$ cat src/rtl/vga_sync_detector.sv
// Measures incoming VGA HS/VS timing, locks when it matches the configured mode,
// and reports pixel coordinates for the active area once locked.
module vga_sync_detector #(
  parameter int H_TOTAL     = 800,
  parameter int H_SYNC      = 96,
  parameter int H_BACK      = 48,
  parameter int H_VISIBLE   = 640,
  parameter int V_TOTAL     = 525,
  parameter int V_SYNC      = 2,
  parameter int V_BACK      = 33,
  parameter int V_VISIBLE   = 480,
  parameter int LOCK_FRAMES = 2
) (
  input  logic       CLK_25M,
  input  logic       FPGA_RST,
  input  logic       VGA_HS,
  input  logic       VGA_VS,
  output logic [9:0] H_Count,
  output logic [9:0] V_Count,
  output logic [9:0] Pixel_X,
  output logic [9:0] Pixel_Y,
  output logic       Data_valid,
  output logic       Locked,
  output logic [9:0] Line_Len,
  output logic [9:0] Frame_Len,
  output logic       Sync_Err
);

  localparam logic [10:0] H_TOT    = 11'(H_TOTAL);
  localparam logic [10:0] H_SYN    = 11'(H_SYNC);
  localparam logic [10:0] V_TOT    = 11'(V_TOTAL);
  localparam logic [9:0]  V_SYN    = 10'(V_SYNC);
  localparam logic [9:0]  HA_START = 10'(H_SYNC + H_BACK);
  localparam logic [9:0]  HA_END   = 10'(H_SYNC + H_BACK + H_VISIBLE);
  localparam logic [9:0]  VA_START = 10'(V_SYNC + V_BACK);
  localparam logic [9:0]  VA_END   = 10'(V_SYNC + V_BACK + V_VISIBLE);
  localparam logic [7:0]  LOCK_N   = 8'(LOCK_FRAMES);
  localparam logic [9:0]  CNT_MAX  = 10'h3FF;

  typedef enum logic [1:0] {SEARCH, CHECK, LOCKED} state_t;

  state_t      state, state_next;
  logic [7:0]  good_cnt, good_next;
  logic        err_hist, hist_next;
  logic        hs_r, vs_r;
  logic        hs_fall, hs_rise, vs_fall, vs_rise;
  logic [10:0] h_inc, v_inc;
  logic [10:0] hs_width;
  logic [9:0]  h_next, v_next;
  logic [9:0]  vs_width;
  logic        line_err, frame_bad, lost;

  assign hs_fall  = hs_r & ~VGA_HS;
  assign hs_rise  = ~hs_r & VGA_HS;
  assign vs_fall  = vs_r & ~VGA_VS;
  assign vs_rise  = ~vs_r & VGA_VS;
  assign h_inc    = {1'b0, H_Count} + 11'd1;
  assign v_inc    = {1'b0, V_Count} + 11'd1;
  assign hs_width = h_inc;

  always_comb begin
    h_next = (H_Count == CNT_MAX) ? H_Count : h_inc[9:0];
    if (hs_fall) h_next = '0;
    v_next = V_Count;
    if (hs_fall && V_Count != CNT_MAX) v_next = v_inc[9:0];
    if (vs_fall) v_next = '0;
  end

  assign line_err  = (hs_fall && h_inc != H_TOT) || (hs_rise && hs_width != H_SYN);
  // A line error on the closing edge itself belongs to the frame being closed.
  assign frame_bad = (v_inc != V_TOT) || (vs_width != V_SYN) || err_hist || line_err;
  // A resuming HS edge is not a loss, so the first vs_fall after recovery still counts.
  assign lost      = (H_Count == CNT_MAX) && !hs_fall;

  always_ff @(posedge CLK_25M or posedge FPGA_RST) begin
    if (FPGA_RST) begin
      hs_r      <= 1'b1;
      vs_r      <= 1'b1;
      H_Count   <= '0;
      V_Count   <= '0;
      Line_Len  <= '0;
      Frame_Len <= '0;
      vs_width  <= '0;
    end else begin
      hs_r    <= VGA_HS;
      vs_r    <= VGA_VS;
      H_Count <= h_next;
      V_Count <= v_next;
      if (hs_fall) Line_Len  <= h_inc[9:0];
      if (vs_fall) Frame_Len <= v_inc[9:0];
      if (vs_rise) vs_width  <= v_next;
    end
  end

  always_ff @(posedge CLK_25M or posedge FPGA_RST) begin
    if (FPGA_RST) begin
      state    <= SEARCH;
      good_cnt <= '0;
      err_hist <= 1'b0;
      Locked   <= 1'b0;
      Sync_Err <= 1'b0;
    end else begin
      state    <= state_next;
      good_cnt <= good_next;
      err_hist <= hist_next;
      Locked   <= (state_next == LOCKED);
      Sync_Err <= (state != SEARCH) && (line_err || (vs_fall && frame_bad));
    end
  end

  always_comb begin
    state_next = state;
    good_next  = good_cnt;
    hist_next  = err_hist | line_err;
    case (state)
      SEARCH: begin
        hist_next = 1'b0;
        good_next = '0;
        if (vs_fall) state_next = CHECK;
      end
      CHECK: begin
        if (vs_fall) begin
          hist_next = 1'b0;
          if (frame_bad) begin
            good_next = '0;
          end else begin
            good_next = good_cnt + 8'd1;
            if (good_next >= LOCK_N) state_next = LOCKED;
          end
        end
      end
      LOCKED: begin
        if (vs_fall) hist_next = 1'b0;
        if (line_err || (vs_fall && frame_bad)) begin
          state_next = CHECK;
          good_next  = '0;
        end
      end
      default: state_next = SEARCH;
    endcase
    if (lost) begin
      state_next = SEARCH;
      good_next  = '0;
      hist_next  = 1'b0;
    end
  end

  always_comb begin
    Data_valid = Locked && (H_Count >= HA_START) && (H_Count < HA_END) &&
                 (V_Count >= VA_START) && (V_Count < VA_END);
    Pixel_X = Data_valid ? (H_Count - HA_START) : '0;
    Pixel_Y = Data_valid ? (V_Count - VA_START) : '0;
  end

endmodule

$ cat config.mk
export PLATFORM = sky130hd
export DESIGN_NAME = vga_sync_detector
export DESIGN_NICKNAME = d
export VERILOG_FILES = /design/src/rtl/vga_sync_detector.sv
export SDC_FILE = /design/constraint.sdc
export NUM_CORES = 1
export LEC_CHECK = 0
export BUFFER_PORTS_ARGS = -buffer_cell sky130_fd_sc_hd__buf_4
export CAP_MARGIN = 25
export CORE_MARGIN = 5
export CORE_UTILIZATION = 30
export CTS_BUF_LIST = sky130_fd_sc_hd__clkbuf_8
export DETAILED_ROUTE_END_ITERATION = 6
export SLEW_MARGIN = 10
export SYNTH_ARGS = -nofsm -noshare
export SYNTH_HDL_FRONTEND = slang
export SYNTH_SLANG_ARGS = --single-unit
$ cat constraint.sdc
create_clock -name CLK_25M -period 5.5 [get_ports CLK_25M]
set_input_delay 0 -clock CLK_25M [delete_from_list [all_inputs] [get_ports CLK_25M]]
set_output_delay 0 -clock CLK_25M [all_outputs]
set_load 0.005 [all_outputs]
**After elaboration in Yosys (flattened, before gate mapping)**

Index checks and enable logic that the tools add are counted.

- $add $sub $neg: 5
- $lt $le $gt $ge: 5
- Equal/unequal tests: 12
- Mux-type cells: 21
- Bitwise operators: 9
- Reductions and logical operators: 21

Operators with widths:

| kind | count |
|---|---|
| $mux 10 | 6 |
| $mux 8 | 4 |
| $pmux 8 s3 | 1 |
| $add 10x1->11 const B | 2 |
| $ne 11x10->1 const B | 2 |
| $lt 10x10->1 const B | 2 |
| $mux 2 | 6 |
| $ne 11x7->1 const B | 1 |
| $eq 10x10->1 const B | 1 |
| $ge 10x6->1 const B | 1 |
| $ge 10x8->1 const B | 1 |
| $logic_and 1x1->1 | 10 |
| $ne 10x10->1 const B | 1 |
| $ne 10x2->1 const B | 1 |
| $sub 10x6->10 const B | 1 |
| $sub 10x8->10 const B | 1 |
| $add 8x1->8 const B | 1 |
| $ge 8x2->1 const B | 1 |
| $ne 3x3->1 const B | 2 |
| $pmux 2 s3 | 1 |
| $logic_or 1x1->1 | 5 |
| $and 1x1->1 | 4 |
| $eq 2x2->1 const B | 2 |
| $not 1->1 | 4 |
| other kinds (11) | 12 |

- Register bits: 65
- Output and inout bits: 63
- Word-level logic and storage cells: 85

**Longest topological paths before layout**

- Word-level depth: 11
- Mapped depth: 11

**Worst setup path before layout**

OpenSTA, ideal clock, no wires.

- Kind: register to register
- Start point: register V_Count[1]
- End point: register good_cnt[5]
- Setup time: 65 ps
- Arrival: 2828 ps
- Required time: 5435 ps
- Path slack: 2607 ps
- Stages on the path, launching flop included: 11
- Clock period less this slack: 2893 ps
- Cells stage by stage: dfrtp_1 ha_1 and3_1 nand3_1 nor4_1 o21ai_0 or3_4 or4_4 buf_6 o31ai_2 a21o_1

- Cells in the longest elaborated chain, start to end: 9

RTL lines:

| what | RTL line | RTL |
|---|---|---|
| start: declaration | 19 | `output logic [9:0] V_Count,` |
| start signal: assignment | 88 | `V_Count <= v_next;` |
| $add 10x1->11 * | 58 | `assign v_inc = {1'b0, V_Count} + 11'd1;` |
| $ne 11x10->1 * | 71 | `assign frame_bad = (v_inc != V_TOT) \|\| (vs_width != V_SYN) \|\| err_hist \|\| line_err;` |
| $logic_or 1x1->1 * (3 in a row) | 71 |  |
| $mux 8 / $logic_and 1x1->1 (equally long branches) | 124, 134 |  |
| $mux 8 / $logic_or 1x1->1 (equally long branches) | 122, 134 |  |
| $pmux 8 s3 / $ne 3x3->1 (equally long branches) | n/a |  |
| $mux 8 / $reduce_and 3->1 (equally long branches) | n/a |  |
| end signal: assignment | 104 | `good_cnt <= good_next;` |
| end: declaration | 43 | `logic [7:0] good_cnt, good_next;` |

Mark *: on every way between the ends. The rest lies on a longest branch, timed or not. The select of a mux whose other input is x is not followed.
A chain may end at the register's enable or synchronous reset.

**Worst setup path after layout**

- Start point: register V_Count[0]
- End point: register good_cnt[5]

Same word-level chain as after synthesis.

==> impl_metrics.ini <==
[power_and_ir_drop]
power_density_mw_per_mm2 = 267
power.switching_uw = 387
pwr-share-clk = 0.319
p_comb_frac = 0.214
intPower_uw = 859
p_leak_uw = 0.00214
p_seq_frac = 0.466
p_sw_frac = 0.311
peakVddDrop_mv = 0.213

[clocking]
ctsResizeCount = 0
clk_pin_slew_ns = 0.07
numCtsBuffers = 9
cts.sinks = 65
cts_tree = yes
cts-root-buf = clkbuf_8
htreeDepth = 3
clk_latency_ns = 0.35
cts_max_path_buffers = 2

[critical_path]
startpoint = V_Count[0]
slowest_delay_ns = 0.59
cp.required_ns = 5.80
r2r_end = good_cnt[5]
end_kind = flip-flop
rr_worst_depth = 9
crit_slowest_cell = or4_4
cp-start-kind = flip-flop
critical_path_class = flip-flop to flip-flop
cp.arrival_ns = 3.55
r2r_slack_ns = 2.24
rr_startpoint = V_Count[0]
cp_cell_sequence = ha_1 -> and3_1 -> nand3_1 -> nor4_1 -> o21ai_0 -> or3_4 -> or4_4 -> o31ai_2 -> a21o_1
crit_fanout = 9

[floorplan]
io_pins = 67
die_w_um = 124
fp.coreArea_mm2 = 0.0126
die-area_mm2 = 0.0153
die_y_um = 124
start_util = 0.307
fp-row-count = 41

[timing]
setup_tns_ns = 0
final_hold_viol_count = 0
drv_slew = 0
setup_violations = 0
clock_skew_ns = 0.00792
worstMarginPinSlew_ns = 0.857
period_needed_ns = 3.26
max_freq_ghz = 0.307
slew_headroom = 0.429
rsz0062_at_grt = no
fin_crit_sh = 0.592

[logic_synthesis]
async_reset_ff_frac = 1.00
synth_warnings = 0
synth_fp_nets = 466
yosys-top-cells-area = dfrtp_1 41%, xnor2_1 5.7%, nand2_1 5.6%
synth-edff-count = 0
synth_area_per_cell_um2 = 8.62
ys_ff_latch = 65
synth.top_cell.area_share = 0.407
syn_inst = 449
synthesis.area_mm2 = 0.00387
ys_seq_area_frac = 0.421
synth_cell_type_count = 54
synth_area_leader_cell = dfrtp_1
synthFlopType = dfrtp_1

[min_path]
min_to = vs_r
min_path_type = primary input to flip-flop
min_from = VGA_VS
min_path_cells = 2

[placement]
dp_hpwl_mm = 7.12
port_buffers = 66
placed_area_mm2 = 0.00445
gp_congestion = 0.873

[cells_and_area]
drive_gt1_frac = 0.198
finalInstanceArea_mm2 = 0.00467
final_cell_mix = 70 x buf_4, 63 x dfrtp_1, 58 x nand2_1
syn_to_final_growth_pct = 20.7
insertedDiodeCount = 0
final_common_cell = buf_4
nFillCells = 1314
final_nets = 516

[detailed_routing]
first_iter_violations = 183
routed_via_density = 4.95
dr.pass1.iters = 5
wire_per_inst_um = 14.6
routed_wl_mm = 9.90
ant_nets = 0
drc = 0
vias = 3344

[grt]
grt_max_degree = 66
grt_pass1_wl_mm = 16.9
grt_antenna_before_repair = 0
grtUsageTotal = 0.139
gr-total-overflow = 0
grt_pass1_vias = 3314

[run]
drv_cap = 0

[outcome]
status = complete, no violations
-- metal layers --
layer	global-route usage	vias to the layer above	routed length, µm
met5	0	-	0
met4	0.0450	0	133
met3	0.0363	9	539
li1	-	1632	-
met2	0.220	90	4640
met1	0.186	1613	4580
-- cell usage after synthesis, drive strengths merged (4+ instances only) --
| cell | instances |
|---|---|
| nor3 | 14 |
| a211oi | 5 |
| clkbuf | 26 |
| a21oi | 25 |
| o211ai | 4 |
| nand3 | 15 |
| a31oi | 4 |
| buf | 8 |
| nor2b | 5 |
| xnor2 | 25 |
| nor4 | 6 |
| a21o | 6 |
| inv | 16 |
| dfrtp | 63 |
| and2 | 5 |
| nand2 | 58 |
| xor2 | 11 |
| ha | 13 |
| nand2b | 11 |
| o21ai | 20 |
| and3 | 4 |
| nor2 | 56 |
| o31ai | 11 |
-- power by group through the flow --
stage / clock, µW / combinational, µW / sequential [µW]
final: 398 / 267 / 581
after global routing: 431 / 302 / 589
after CTS: 412 / 269 / 582
after detailed placement: 0 / 265 / 591
after global placement: 0 / 263 / 587
after floorplan: 0 / 185 / 566
-- critical path, delay by kind of cell (launching register included) --
family | cells | cell delay [ns]
simple gates | 5 | 1.88
flops | 1 | 0.50
compound gates | 3 | 0.49
fa+ha+maj | 1 | 0.33
-- registers in the layout, summed over array words and instances (netlist names) --
| signal | cells |
|---|---|
| Frame_Len | 10 |
| H_Count | 10 |
| Line_Len | 10 |
| V_Count | 10 |
| vs_width | 10 |
| good_cnt | 8 |
| state | 2 |
| Locked | 1 |
| Sync_Err | 1 |
| err_hist | 1 |
| hs_r | 1 |
| vs_r | 1 |
-- repair_timing --
item | 4_1_cts | 5_1_grt
setup endpoints to repair | 0 | 0
setup buffers | 0 | 0
endpoints found under the hold margin | 65 | 0
hold buffers | 3 | 0
-- cell families after synthesis --
kind of cell | Yosys count | share of synthesized area
and+or+nand+nor | 191 | 0.232
xor gates and xnor gates | 36 | 0.0814
AOI/OAI and AO/OA | 91 | 0.159
DFF | 65 | 0.421
adders and majority gates | 13 | 0.0420
muxes | 3 | 0.00776
buffers and inverters | 50 | 0.0566
-- worst max-delay path by stage --
stage                  endpoint  slack, ns  cells past startpoint
floorplan           good_cnt[5]       2.61                     10
global placement    good_cnt[5]       2.40                      9
detailed placement  good_cnt[5]       2.24                      9
CTS                 good_cnt[5]       2.23                      9
global route        good_cnt[5]       2.04                      9
finish              good_cnt[5]       2.24                      9
-- cell type report --
cell class,count,area (µm²),share of cell area
Clock buffer,10,138,0.0295
Clock inverter,6,51.3,0.0110
Inverter,16,60.1,0.0129
Multi-Input combinational cell,334,2020,0.433
Sequential cell,65,1630,0.349
Tap cell,172,215,0.0461
Timing Repair Buffer,73,556,0.119
-- stage by stage --
| stage | utilization | power [µW] | std cells | setup slack [ns] | hold slack [ns] |
|---|---|---|---|---|---|
| finish | 0.370 | 1250 | 676 | 2.24 | 0.335 |
| global route | 0.370 | 1320 | 676 | 2.04 | 0.336 |
| CTS | 0.370 | 1260 | 676 | 2.23 | 0.319 |
| detailed placement | 0.353 | 856 | 657 | 2.24 | 0.134 |
| global placement | 0.353 | 850 | 657 | 2.40 | 0.132 |
| floorplan | - | 751 | 449 | 2.61 | 0.00448 |
Note: power is estimated with default switching activity, not from simulation.
